## config.mk

```make
export PLATFORM = sky130hd
export DESIGN_NAME = alu_op_sequencer
export DESIGN_NICKNAME = d
export VERILOG_FILES = /design/src/rtl/alu_op_sequencer.sv
export SDC_FILE = /design/constraint.sdc
export NUM_CORES = 1
export LEC_CHECK = 0
export CAP_MARGIN = 5
export CORE_AREA = 5 5 141 143
export CTS_CLUSTER_SIZE = 24
export DETAILED_ROUTE_END_ITERATION = 12
export DIE_AREA = 0 0 146 148
export HOLD_SLACK_MARGIN = 0.15
export PLACE_DENSITY = 0.83
export SYNTH_ARGS = -nofsm -noshare
export SYNTH_HDL_FRONTEND = slang
export SYNTH_SLANG_ARGS = --single-unit
```

## constraint.sdc

```tcl
create_clock -name clk -period 16.8 [get_ports clk]
set_clock_uncertainty 0.1 [all_clocks]
set_input_delay 3.36 -clock clk [delete_from_list [all_inputs] [get_ports clk]]
set_output_delay 3.36 -clock clk [all_outputs]
set_load 0.05 [all_outputs]
```

## src/rtl/alu_op_sequencer.sv

```systemverilog
`default_nettype none
// +----------------------------------------------------------------------------+
// | Module   : alu_op_sequencer                                                |
// | Purpose  : Eight-slot ALU command table. A start pulse scans the slots in  |
// |            order, issues every ready slot to a shared ALU over a req/ack   |
// |            handshake, forwards results of capture-enabled slots to the     |
// |            result stage over valid/ready, and retires each serviced slot.  |
// | Ports    : clk, rst (async, active high)                                   |
// |            w, wdata[23:0]          host slot write                         |
// |            aluop_st                run start                               |
// |            busy, done, err, issue_cnt[3:0]   run status                    |
// |            alu_req/cmd/a/b, alu_ack, alu_result   ALU handshake            |
// |            res_valid/addr/data, res_ready        result capture handshake  |
// | Slot fmt : [23]R [22]C [21:19]Addr [18:16]Cmd [15:8]a [7:0]b               |
// | Revision : 1.0 - initial release                                           |
// +----------------------------------------------------------------------------+
module alu_op_sequencer #(
    parameter int DEPTH       = 8,
    parameter int DW          = 8,
    parameter int RW          = 16,
    parameter int ALU_TIMEOUT = 15
) (
    input  logic          clk,
    input  logic          rst,
    input  logic          w,
    input  logic [23:0]   wdata,
    input  logic          aluop_st,
    output logic          busy,
    output logic          done,
    output logic          err,
    output logic [3:0]    issue_cnt,
    output logic          alu_req,
    output logic [2:0]    alu_cmd,
    output logic [DW-1:0] alu_a,
    output logic [DW-1:0] alu_b,
    input  logic          alu_ack,
    input  logic [RW-1:0] alu_result,
    output logic          res_valid,
    output logic [2:0]    res_addr,
    output logic [RW-1:0] res_data,
    input  logic          res_ready
);

    // The slot format carries a fixed 3-bit address field.
    localparam int               c_AW       = 3;
    localparam logic [c_AW-1:0]  c_LAST     = c_AW'(DEPTH - 1);
    localparam logic [3:0]       c_TMO_LAST = 4'(ALU_TIMEOUT - 1);

    typedef enum logic [2:0] {
        S_IDLE  = 3'd0,
        S_SCAN  = 3'd1,
        S_ISSUE = 3'd2,
        S_EMIT  = 3'd3,
        S_DONE  = 3'd4
    } state_t;

    state_t            r_state;
    state_t            w_state_nxt;

    // Slot table
    logic [DEPTH-1:0]  r_slot_r;
    logic [DEPTH-1:0]  r_slot_c;
    logic [2:0]        r_slot_cmd [DEPTH];
    logic [DW-1:0]     r_slot_a   [DEPTH];
    logic [DW-1:0]     r_slot_b   [DEPTH];

    // Run / operation registers
    logic [c_AW-1:0]   r_ptr;
    logic [3:0]        r_issue_cnt;
    logic              r_err;
    logic              r_op_c;
    logic [2:0]        r_cmd;
    logic [DW-1:0]     r_a;
    logic [DW-1:0]     r_b;
    logic [3:0]        r_tmo;
    logic              r_dirty;
    logic [c_AW-1:0]   r_res_addr;
    logic [RW-1:0]     r_res_data;

    // Control wires
    logic              w_last;
    logic              w_wr_ptr;
    logic              w_latch;
    logic              w_retire;
    logic              w_timeout;
    logic              w_advance;

    assign w_last   = (r_ptr == c_LAST);
    assign w_wr_ptr = w && (wdata[21:19] == r_ptr);

    // ------------------------------------------------------------------
    // State register
    // ------------------------------------------------------------------
    always_ff @(posedge clk or posedge rst) begin
        if (rst) begin
            r_state <= S_IDLE;
        end else begin
            r_state <= w_state_nxt;
        end
    end

    // ------------------------------------------------------------------
    // Next-state and control decode
    // ------------------------------------------------------------------
    always_comb begin
        w_state_nxt = r_state;
        w_latch     = 1'b0;
        w_retire    = 1'b0;
        w_timeout   = 1'b0;
        w_advance   = 1'b0;
        case (r_state)
            S_IDLE: begin
                if (aluop_st) begin
                    w_state_nxt = S_SCAN;
                end
            end
            S_SCAN: begin
                if (r_slot_r[r_ptr]) begin
                    w_latch     = 1'b1;
                    w_state_nxt = S_ISSUE;
                end else begin
                    w_advance   = 1'b1;
                    w_state_nxt = w_last ? S_DONE : S_SCAN;
                end
            end
            S_ISSUE: begin
                if (alu_ack) begin
                    if (r_op_c) begin
                        w_state_nxt = S_EMIT;
                    end else begin
                        w_retire    = 1'b1;
                        w_advance   = 1'b1;
                        w_state_nxt = w_last ? S_DONE : S_SCAN;
                    end
                end else if (r_tmo == c_TMO_LAST) begin
                    // Counter would reach ALU_TIMEOUT this cycle: abandon the op.
                    w_timeout   = 1'b1;
                    w_retire    = 1'b1;
                    w_advance   = 1'b1;
                    w_state_nxt = w_last ? S_DONE : S_SCAN;
                end
            end
            S_EMIT: begin
                if (res_ready) begin
                    w_retire    = 1'b1;
                    w_advance   = 1'b1;
                    w_state_nxt = w_last ? S_DONE : S_SCAN;
                end
            end
            S_DONE: begin
                w_state_nxt = S_IDLE;
            end
            default: begin
                w_state_nxt = S_IDLE;
            end
        endcase
    end

    // ------------------------------------------------------------------
    // Slot table. A host write always wins; a retire only clears R when
    // the slot has not been rewritten since its contents were latched.
    // ------------------------------------------------------------------
    always_ff @(posedge clk or posedge rst) begin
        if (rst) begin
            for (int i = 0; i < DEPTH; i++) begin
                r_slot_r[i]   <= 1'b0;
                r_slot_c[i]   <= 1'b0;
                r_slot_cmd[i] <= '0;
                r_slot_a[i]   <= '0;
                r_slot_b[i]   <= '0;
            end
        end else begin
            for (int i = 0; i < DEPTH; i++) begin
                if (w && (wdata[21:19] == c_AW'(i))) begin
                    r_slot_r[i]   <= wdata[23];
                    r_slot_c[i]   <= wdata[22];
                    r_slot_cmd[i] <= wdata[18:16];
                    r_slot_a[i]   <= wdata[15:8];
                    r_slot_b[i]   <= wdata[7:0];
                end else if (w_retire && !r_dirty && (r_ptr == c_AW'(i))) begin
                    r_slot_r[i]   <= 1'b0;
                end
            end
        end
    end

    // ------------------------------------------------------------------
    // Run datapath
    // ------------------------------------------------------------------
    always_ff @(posedge clk or posedge rst) begin
        if (rst) begin
            r_ptr       <= '0;
            r_issue_cnt <= '0;
            r_err       <= 1'b0;
            r_op_c      <= 1'b0;
            r_cmd       <= '0;
            r_a         <= '0;
            r_b         <= '0;
            r_tmo       <= '0;
            r_dirty     <= 1'b0;
            r_res_addr  <= '0;
            r_res_data  <= '0;
        end else begin
            case (r_state)
                S_IDLE: begin
                    if (aluop_st) begin
                        r_ptr       <= '0;
                        r_issue_cnt <= '0;
                        r_err       <= 1'b0;
                    end
                end
                S_SCAN: begin
                    if (w_latch) begin
                        r_op_c  <= r_slot_c[r_ptr];
                        r_cmd   <= r_slot_cmd[r_ptr];
                        r_a     <= r_slot_a[r_ptr];
                        r_b     <= r_slot_b[r_ptr];
                        r_tmo   <= '0;
                        // A write landing on the latch cycle is already newer
                        // than the copy being issued.
                        r_dirty <= w_wr_ptr;
                    end
                end
                S_ISSUE: begin
                    r_dirty <= r_dirty | w_wr_ptr;
                    if (alu_ack) begin
                        if (r_issue_cnt != 4'hF) begin
                            r_issue_cnt <= r_issue_cnt + 4'd1;
                        end
                        if (r_op_c) begin
                            r_res_data <= alu_result;
                            r_res_addr <= r_ptr;
                        end
                    end else if (w_timeout) begin
                        r_err <= 1'b1;
                    end else begin
                        r_tmo <= r_tmo + 4'd1;
                    end
                end
                S_EMIT: begin
                    r_dirty <= r_dirty | w_wr_ptr;
                end
                default: begin
                end
            endcase

            if (w_advance && !w_last) begin
                r_ptr <= r_ptr + 1'b1;
            end
        end
    end

    // ------------------------------------------------------------------
    // Outputs
    // ------------------------------------------------------------------
    assign busy      = (r_state != S_IDLE);
    assign done      = (r_state == S_DONE);
    assign err       = r_err;
    assign issue_cnt = r_issue_cnt;
    assign alu_req   = (r_state == S_ISSUE);
    assign alu_cmd   = r_cmd;
    assign alu_a     = r_a;
    assign alu_b     = r_b;
    assign res_valid = (r_state == S_EMIT);
    assign res_addr  = r_res_addr;
    assign res_data  = r_res_data;

endmodule
`default_nettype wire

```

==> results.yml, run 1 <==
pwr:
  p_leak_uw: 0.00515
  power_density_nw_per_um2: 172
  peakVddDrop_mv: 0.0818
finish:
  layout-area-overhead-vs-synth_pct: 18.9
  n_antenna_cell: 0
  finalNetCount: 827
  nFillCells: 1239
  drive_above_1_share_pct: 35.8
  final_common_cell: "dfrtp_1"
  final_cell_mix: "dfrtp_1, mux2_2, clkdlybuf4s50_1"
yosys:
  syn_avg_cell_area_um2: 14.6
  syn_inst: 684
  ys_warn_count: 0
  ys_dominant_reg_cell: "dfrtp_1"
  seq_area_frac_synth_pct: 55.9
  synth.distinct_cells: 45
  ys_ff_latch: 223
  syn_nets: 739
  netlist_area_um2: 9990
  postSynth.asyncResetShare_pct: 100
  synth_edf_count: 0
setup_path:
  critPathMaxFanout: 10
  arrival_ns: 2.46
  crit_path_start_kind: "register"
  critical_path.max_stage_delay_ns: 0.81
  crit_chain: "inv_1 > or3_1 > inv_2 > clkdlybuf4s50_1"
  critPathTopFamily: "buffers and inverters"
  crit_type: "reg -> out"
  required_ns: 13.34
  cp_slowest_cell: "clkdlybuf4s50_1"
  end_kind: "output pin"
  path_buf_inv: 3
route:
  ant_nets: 0
  wire_per_inst_um: 21.7
  drc: 0
  drt_iter0_drc: 374
  vias_per_cell: 5.96
  dr.pass1.iters: 4
  wl_um: 22200
  vias: 6084
floorplanning:
  die_y_um: 148
  initial_core_util_pct: 54.1
  die_area_um2: 21600
  core_area_um2: 18500
  die_w_um: 146
  core.rowCount: 50
  pin_count: 93
global_routing:
  grt_pass1_vias: 6857
  grt.total_usage_pct: 20.7
  grt_pass1_wl_um: 36400
  antenna_found_initial: 0
  globalRouteOverflowTotal: 0
  grt_max_degree: 147
timing:
  max_slew_margin_pct: 31.2
  hold_viol_final: 0
  period_needed_ns: 5.92
  slew_violations: 0
  finalHoldWorstSlack_ns: 0.386
  fin_crit_sh_pct: 35.2
  max_freq_ghz: 0.169
  setup_viol: 0
  rsz0062_at_grt: "no"
  tightest_slew_ns: 1.03
  setup_tns_ns: 0
cts:
  clock_latency_ns: 0.50
  clkTransAtPathRegs_ns: 0.06
  cts_resized: 0
  cts_inserted_buffers: 23
  cts_tree: "yes"
  htreeDepth: 1
  clockBufferDepth: 3
  root_buffer: "clkbuf_16"
  postCtsHoldBufs: 0
  postCtsSetupBuffers: 0
  clock-sinks: 223
hold_path:
  hp-class: "reg -> reg"
placed_design:
  dp_hpwl_um: 13700
  port_buffers: 92
  gp_congestion: 0.783
outcome:
  status: "finished clean"
flow_run:
  cap_violations: 0
[metal layers]
metal  share of wire [%]  vias to the layer above  global-route usage, %
met4                 2.0                        0                   5.74
met5                   0                        -                      0
li1                    -                     2703                      -
met1                  41                     3202                   26.1
met3                 3.6                       41                   3.00
met2                  54                      138                   37.8
[worst min-delay path, stage by stage (launching register included)]
cell and delay [ns]:
dfrtp_1 0.34, nand2_1 0.05, o21ai_1 0.06
[state kept, by name, indices dropped and copies added, names as in the netlist]
register and count:
alu_b 8, r_ptr 3, alu_cmd 3, r_slot_cmd 24
r_slot_b 64, r_dirty 1, r_state 3, r_slot_a 64
r_tmo 4, res_addr 3, err 1, r_slot_r 8
r_slot_c 8, res_data 16, alu_a 8, issue_cnt 4
r_op_c 1
[synthesized netlist by cell type, drive strengths merged, types with 2 or more instances]
master | count | area share [%]
a211oi | 3 | 0.23
o2bb2ai | 3 | 0.26
mux2 | 178 | 20
nand4b | 3 | 0.26
buf | 23 | 1.1
nor2 | 9 | 0.34
nand3 | 6 | 0.30
nand2 | 36 | 1.4
or3 | 5 | 0.36
a31o | 2 | 0.18
nor4b | 3 | 0.33
clkbuf | 19 | 0.71
nand4 | 2 | 0.13
a22o | 2 | 0.18
a21oi | 8 | 0.40
mux4 | 40 | 9.0
a41oi | 2 | 0.18
mux2i | 32 | 3.2
a311o | 2 | 0.20
nand2b | 3 | 0.19
xnor2 | 4 | 0.35
ha | 9 | 1.1
o21ai | 29 | 1.5
inv | 9 | 0.34
nor2b | 2 | 0.13
and2 | 2 | 0.13
dfrtp | 223 | 56
nor3b | 5 | 0.38
nor3 | 6 | 0.30
a31oi | 5 | 0.31
[kinds of logic (layout without fill, tap and decap cells)]
logic type               count (synthesis)  count (layout)  share of synthesized area, %
multiplexers                           250             250                          32.3
flip-flops                             223             223                          55.9
AND/OR/NAND/NOR                         83              83                          4.26
AO/OA/AOI/OAI                           63              63                          3.96
buffers and inverters                   52             155                          2.15
adder cells (fa/ha/maj)                  9               9                          1.13
XOR/XNOR                                 4               4                         0.351
[worst paths after layout]
path | startpoint | end | slack, ns | depth (start not counted)
max in group asynchronous | rst | r_slot_a[27] | 11.63 | 3
min | alu_cmd[1] | alu_cmd[1] | 0.39 | 2
max | r_state[1] | alu_req | 10.88 | 4
min in group asynchronous | rst | r_slot_a[60] | 3.32 | 2
max reg2reg | r_ptr[0] | r_state[1] | 14.01 | 6
min reg2reg | alu_cmd[1] | alu_cmd[1] | 0.39 | 2
[final cells by class]
cell class / count / area [um2] / area share, %
tap: 234 / 293 / 2.46
multi-input combinational: 409 / 4210 / 35.5
inverter: 10 / 45.0 / 0.379
clock inverter: 9 / 73.8 / 0.621
timing repair buffer: 105 / 1020 / 8.57
sequential: 223 / 5580 / 47.0
clock buffer: 31 / 656 / 5.52
[metrics by stage]
step | instance area (um2) | total power (uW) | utilization (%) | instances | setup slack, ns
finish | 11900 | 2040 | 64.4 | 1021 | 10.88
global route | 11900 | 2150 | 64.4 | 1021 | 10.82
CTS | 11900 | 2060 | 64.4 | 1021 | 10.89
detailed placement | 11200 | 1560 | 60.4 | 981 | 11.03
global placement | 11200 | 1520 | 60.4 | 981 | 11.13
floorplan | 9990 | 1330 | - | 684 | 7.23
[where the power goes]
part | switching [uW] | internal, uW | leakage [uW]
logic | 430 | 349 | 0.00205
clock network | 203 | 288 | 0.000369
registers | 88.4 | 682 | 0.00273
Note: power is estimated with default switching activity, not from simulation.
==> run 2: changes to the inputs <==
clock period = 5.7 ns   (was 16.8 ns; I/O delays follow)
==> results.yml, run 2 (synthesized netlist as in run 1, its figures left out) <==
outcome:
  status: "finished clean"
placed_design:
  gp_congestion: 0.858
  dp_slack_ns: 2.38
  dp_cells: 982
  port_buffers: 92
  dp_hpwl_um: 14400
timing:
  slew_violations: 0
  setup_tns_ns: 0
  max_freq_ghz: 0.273
  period_needed_ns: 3.66
  fin_crit_sh_pct: 64.2
  finalWorstSetupSlack_ns: 2.04
  hold_viol_final: 0
  setup_viol: 0
  rsz0062_at_grt: "no"
  max_slew_margin_pct: 30.6
  finalHoldWorstSlack_ns: 0.384
  tightest_slew_ns: 1.04
floorplanning:
  die_y_um: 148
  core_area_um2: 18500
  initial_core_util_pct: 54.1
  core.rowCount: 50
  die_w_um: 146
  die_area_um2: 21600
  pin_count: 93
route:
  wl_um: 22600
  wire_per_inst_um: 22.1
  vias: 6048
  dr.pass1.iters: 4
  ant_nets: 0
  vias_per_cell: 5.91
  drt_iter0_drc: 395
  drc: 0
setup_path:
  crit_path_start_kind: "register"
  arrival_ns: 2.42
  end_kind: "output pin"
  crit_type: "reg -> out"
  critPathMaxFanout: 10
  required_ns: 4.46
finish:
  drive_above_1_share_pct: 35.5
  final_common_cell: "dfrtp_1"
  n_antenna_cell: 0
  reg_top3: "r_slot_a x64, r_slot_b x64, r_slot_cmd x24"
  fin_cells: 1023
  finalNetCount: 828
  layout-area-overhead-vs-synth_pct: 19.4
  nFillCells: 1244
  final_cell_mix: "dfrtp_1, mux2_2, clkdlybuf4s50_1"
cts:
  clkTransAtPathRegs_ns: 0.06
  postCtsSetupBuffers: 0
  cts_tree: "yes"
  cts_inserted_buffers: 23
  postCtsHoldBufs: 0
  root_buffer: "clkbuf_16"
  clockBufferDepth: 3
  htreeDepth: 1
  clock-sinks: 223
  clock_latency_ns: 0.50
  cts_resized: 0
global_routing:
  grt_max_degree: 108
  grt.total_usage_pct: 21.3
  antenna_found_initial: 1
  grt_pass1_wl_um: 37100
  globalRouteOverflowTotal: 0
  grt_pass1_vias: 6840
pwr:
  fin_total_pwr_uw: 6060
  power_density_nw_per_um2: 508
  p_leak_uw: 0.00515
  peakVddDrop_mv: 0.295
flow_run:
  cap_violations: 0
hold_path:
  hp-class: "reg -> reg"
run 2: changes by cell type in the layout (fill, tap and decap cells not counted), moves of 2 or more:
cell | previous run | this run
clkinvlp_4 | 0 | 2
clkinv_2 | 7 | 3
buf_12 | 0 | 2
clkbuf_1 | 3 | 7
run 2: metrics by stage:
stage | utilization (%) | cell area (um2)
finish | 64.6 | 11900
global route | 64.6 | 11900
CTS | 64.6 | 11900
detailed placement | 60.6 | 11200
global placement | 60.6 | 11200
floorplan | - | 9990
run 2: power by group:
part | leakage (uW) | switching (uW) | internal [uW]
clock | 0.000365 | 596 | 888
combinational | 0.00206 | 1230 | 1030
sequential | 0.00273 | 310 | 2010
total | 0.00515 | 2130 | 3930
run 2: cell type report:
class                   instances  area, um2  area share [%]
repair buffers                106       1050            8.81
well taps                     234        293            2.45
flip-flops and latches        223       5580            46.8
inverters                      10       41.3           0.346
multi-input cells             409       4210            35.3
clock inverters                 7       91.3           0.766
clock buffers                  34        657            5.51
run 2: worst paths after layout:
path	start	to	slack [ns]	depth (start not counted)
max	r_state[1]	alu_req	2.04	4
min	alu_b[1]	alu_b[1]	0.38	2
max reg2reg	r_ptr[0]	r_op_c	2.66	6
min reg2reg	alu_b[1]	alu_b[1]	0.38	2
max in group asynchronous	rst	res_data[15]	3.32	3
min in group asynchronous	rst	alu_a[4]	1.11	2
run 2: critical path: stages, from the launching register on:
cell,delay [ns]
dfrtp_1,0.49
inv_1,0.13
or3_1,0.37
inv_2,0.12
clkdlybuf4s50_1,0.81
run 2: routing by layer:
metal  GRT usage, %  wire length (um)
met2           38.6             12200
met5              0                13
met3           2.76               707
met1           26.7              9230
met4           6.63               495
==> run 3: changes to the inputs <==
clock period = 3.8 ns   (was 5.7 ns; I/O delays follow)
==> results.yml, run 3 (synthesized netlist as in run 1, its figures left out) <==
setup_path:
  cp_slowest_cell: "clkdlybuf4s50_1"
  r2r_slack_ns: 1.16
  end_kind: "output pin"
  required_ns: 2.94
  crit_type: "reg -> out"
  arrival_ns: 2.44
  critPathMaxFanout: 10
  rr_endpoint: "res_data[11]"
  crit_chain: "inv_1 > or3_1 > inv_2 > clkdlybuf4s50_1"
  critPathTopFamily: "buffers and inverters"
  path_buf_inv: 3
  ff2ff_path_depth: 5
  crit_path_start_kind: "register"
  timing.rr.start: "r_state[1]"
  critical_path.max_stage_delay_ns: 0.81
route:
  vias_per_cell: 5.91
  ant_nets: 0
  vias: 6076
  wl_um: 22100
  wire_per_inst_um: 21.5
  dr.pass1.iters: 4
  drc: 0
  drt_iter0_drc: 339
placed_design:
  port_buffers: 92
  dp_hpwl_um: 14200
  gp_congestion: 0.838
  dp_cells: 988
  placed_area_um2: 11200
finish:
  post-route-util_pct: 64.9
  final_cell_mix: "dfrtp_1, mux2_2, clkdlybuf4s50_1"
  final_common_cell: "dfrtp_1"
  layout-area-overhead-vs-synth_pct: 20.0
  drive_above_1_share_pct: 36.3
  reg_top3: "r_slot_a x64, r_slot_b x64, r_slot_cmd x24"
  nFillCells: 1242
  fin_cells: 1028
  finalNetCount: 834
  n_antenna_cell: 0
  finish.instance_area_um2: 12000
timing:
  slew_violations: 0
  max_freq_ghz: 0.303
  period_needed_ns: 3.30
  setup_tns_ns: 0
  setup_viol: 0
  tightest_slew_ns: 1.02
  finalHoldWorstSlack_ns: 0.383
  hold_viol_final: 0
  rsz0062_at_grt: "no"
  max_slew_margin_pct: 32.0
  fin_crit_sh_pct: 87.0
floorplanning:
  core_area_um2: 18500
  die_w_um: 146
  pin_count: 93
  die_area_um2: 21600
  initial_core_util_pct: 54.1
  die_y_um: 148
  core.rowCount: 50
cts:
  cts_resized: 0
  postCtsSetupBuffers: 0
  clock_latency_ns: 0.53
  clockBufferDepth: 3
  clkTransAtPathRegs_ns: 0.06
  root_buffer: "clkbuf_16"
  postCtsHoldBufs: 0
  htreeDepth: 1
  clock-sinks: 223
  cts_tree: "yes"
  cts_inserted_buffers: 23
pwr:
  power_density_nw_per_um2: 761
  p_leak_uw: 0.00519
  peakVddDrop_mv: 0.521
flow_run:
  cap_violations: 0
hold_path:
  min_path_cells: 2
  min_from: "alu_b[7]"
  hold_path_end: "alu_b[7]"
  hp-class: "reg -> reg"
outcome:
  status: "finished clean"
global_routing:
  grt_max_degree: 153
  globalRouteOverflowTotal: 0
  antenna_found_initial: 0
  grt_pass1_wl_um: 36500
  grt.total_usage_pct: 20.8
  grt_pass1_vias: 6911
==> run 3: changes by cell type in the layout (fill, tap and decap cells not counted) <==
cell        delta
buf_4          +6
clkbuf_1       -3
clkinv_2       +2
clkinv_4       +1
clkinvlp_4     -1
inv_16         +1
inv_6          -1
==> run 3: routing by layer <==
metal,GRT usage (%),vias up,routed length [um]
met5,0,-,0
met4,7.01,0,570
met3,2.64,37,610
met2,37.6,103,11900
met1,26.2,3214,9070
li1,-,2722,-
==> run 3: worst max-delay path by stage <==
stage | depth (start not counted) | slack, ns | startpoint | to
after floorplan | 1 | 0.03 | rst | alu_a[0]
after global placement | 4 | 0.95 | w | r_slot_b[10]
after detailed placement | 3 | 0.85 | alu_ack | res_data[11]
after CTS | 4 | 0.51 | r_state[1] | alu_req
after global routing | 4 | 0.41 | r_state[1] | alu_req
final | 4 | 0.50 | r_state[1] | alu_req
==> run 3: final cells by class <==
class | count | area, um2 | share of cell area [%]
clock buffer | 31 | 646 | 5.39
inverter | 10 | 41.3 | 0.344
timing repair buffer | 112 | 1100 | 9.14
multi-input combinational | 409 | 4210 | 35.2
tap | 234 | 293 | 2.44
sequential | 223 | 5580 | 46.6
clock inverter | 9 | 114 | 0.950
==> run 3: worst reg2reg max path, stage by stage, from the launching register on <==
cell and delay [ns]:
dfrtp_1 0.51, inv_1 0.13, or3_1 0.37, inv_2 0.12, nand3_1 0.71, mux2_2 0.58
==> run 3: through the flow <==
stage	total power (uW)	worst slack (ns)
5_1_grt	9590	0.409
3_3_place_gp	6740	0.953
4_1_cts	9200	0.506
3_5_place_dp	6920	0.852
6_report	9120	0.495
2_1_floorplan	5900	0.0300
==> run 3: report_power, final <==
part / internal, uW / switching, uW
combinational: 1560 / 1800
sequential: 3010 / 489
clock: 1330 / 913
total: 5910 / 3210
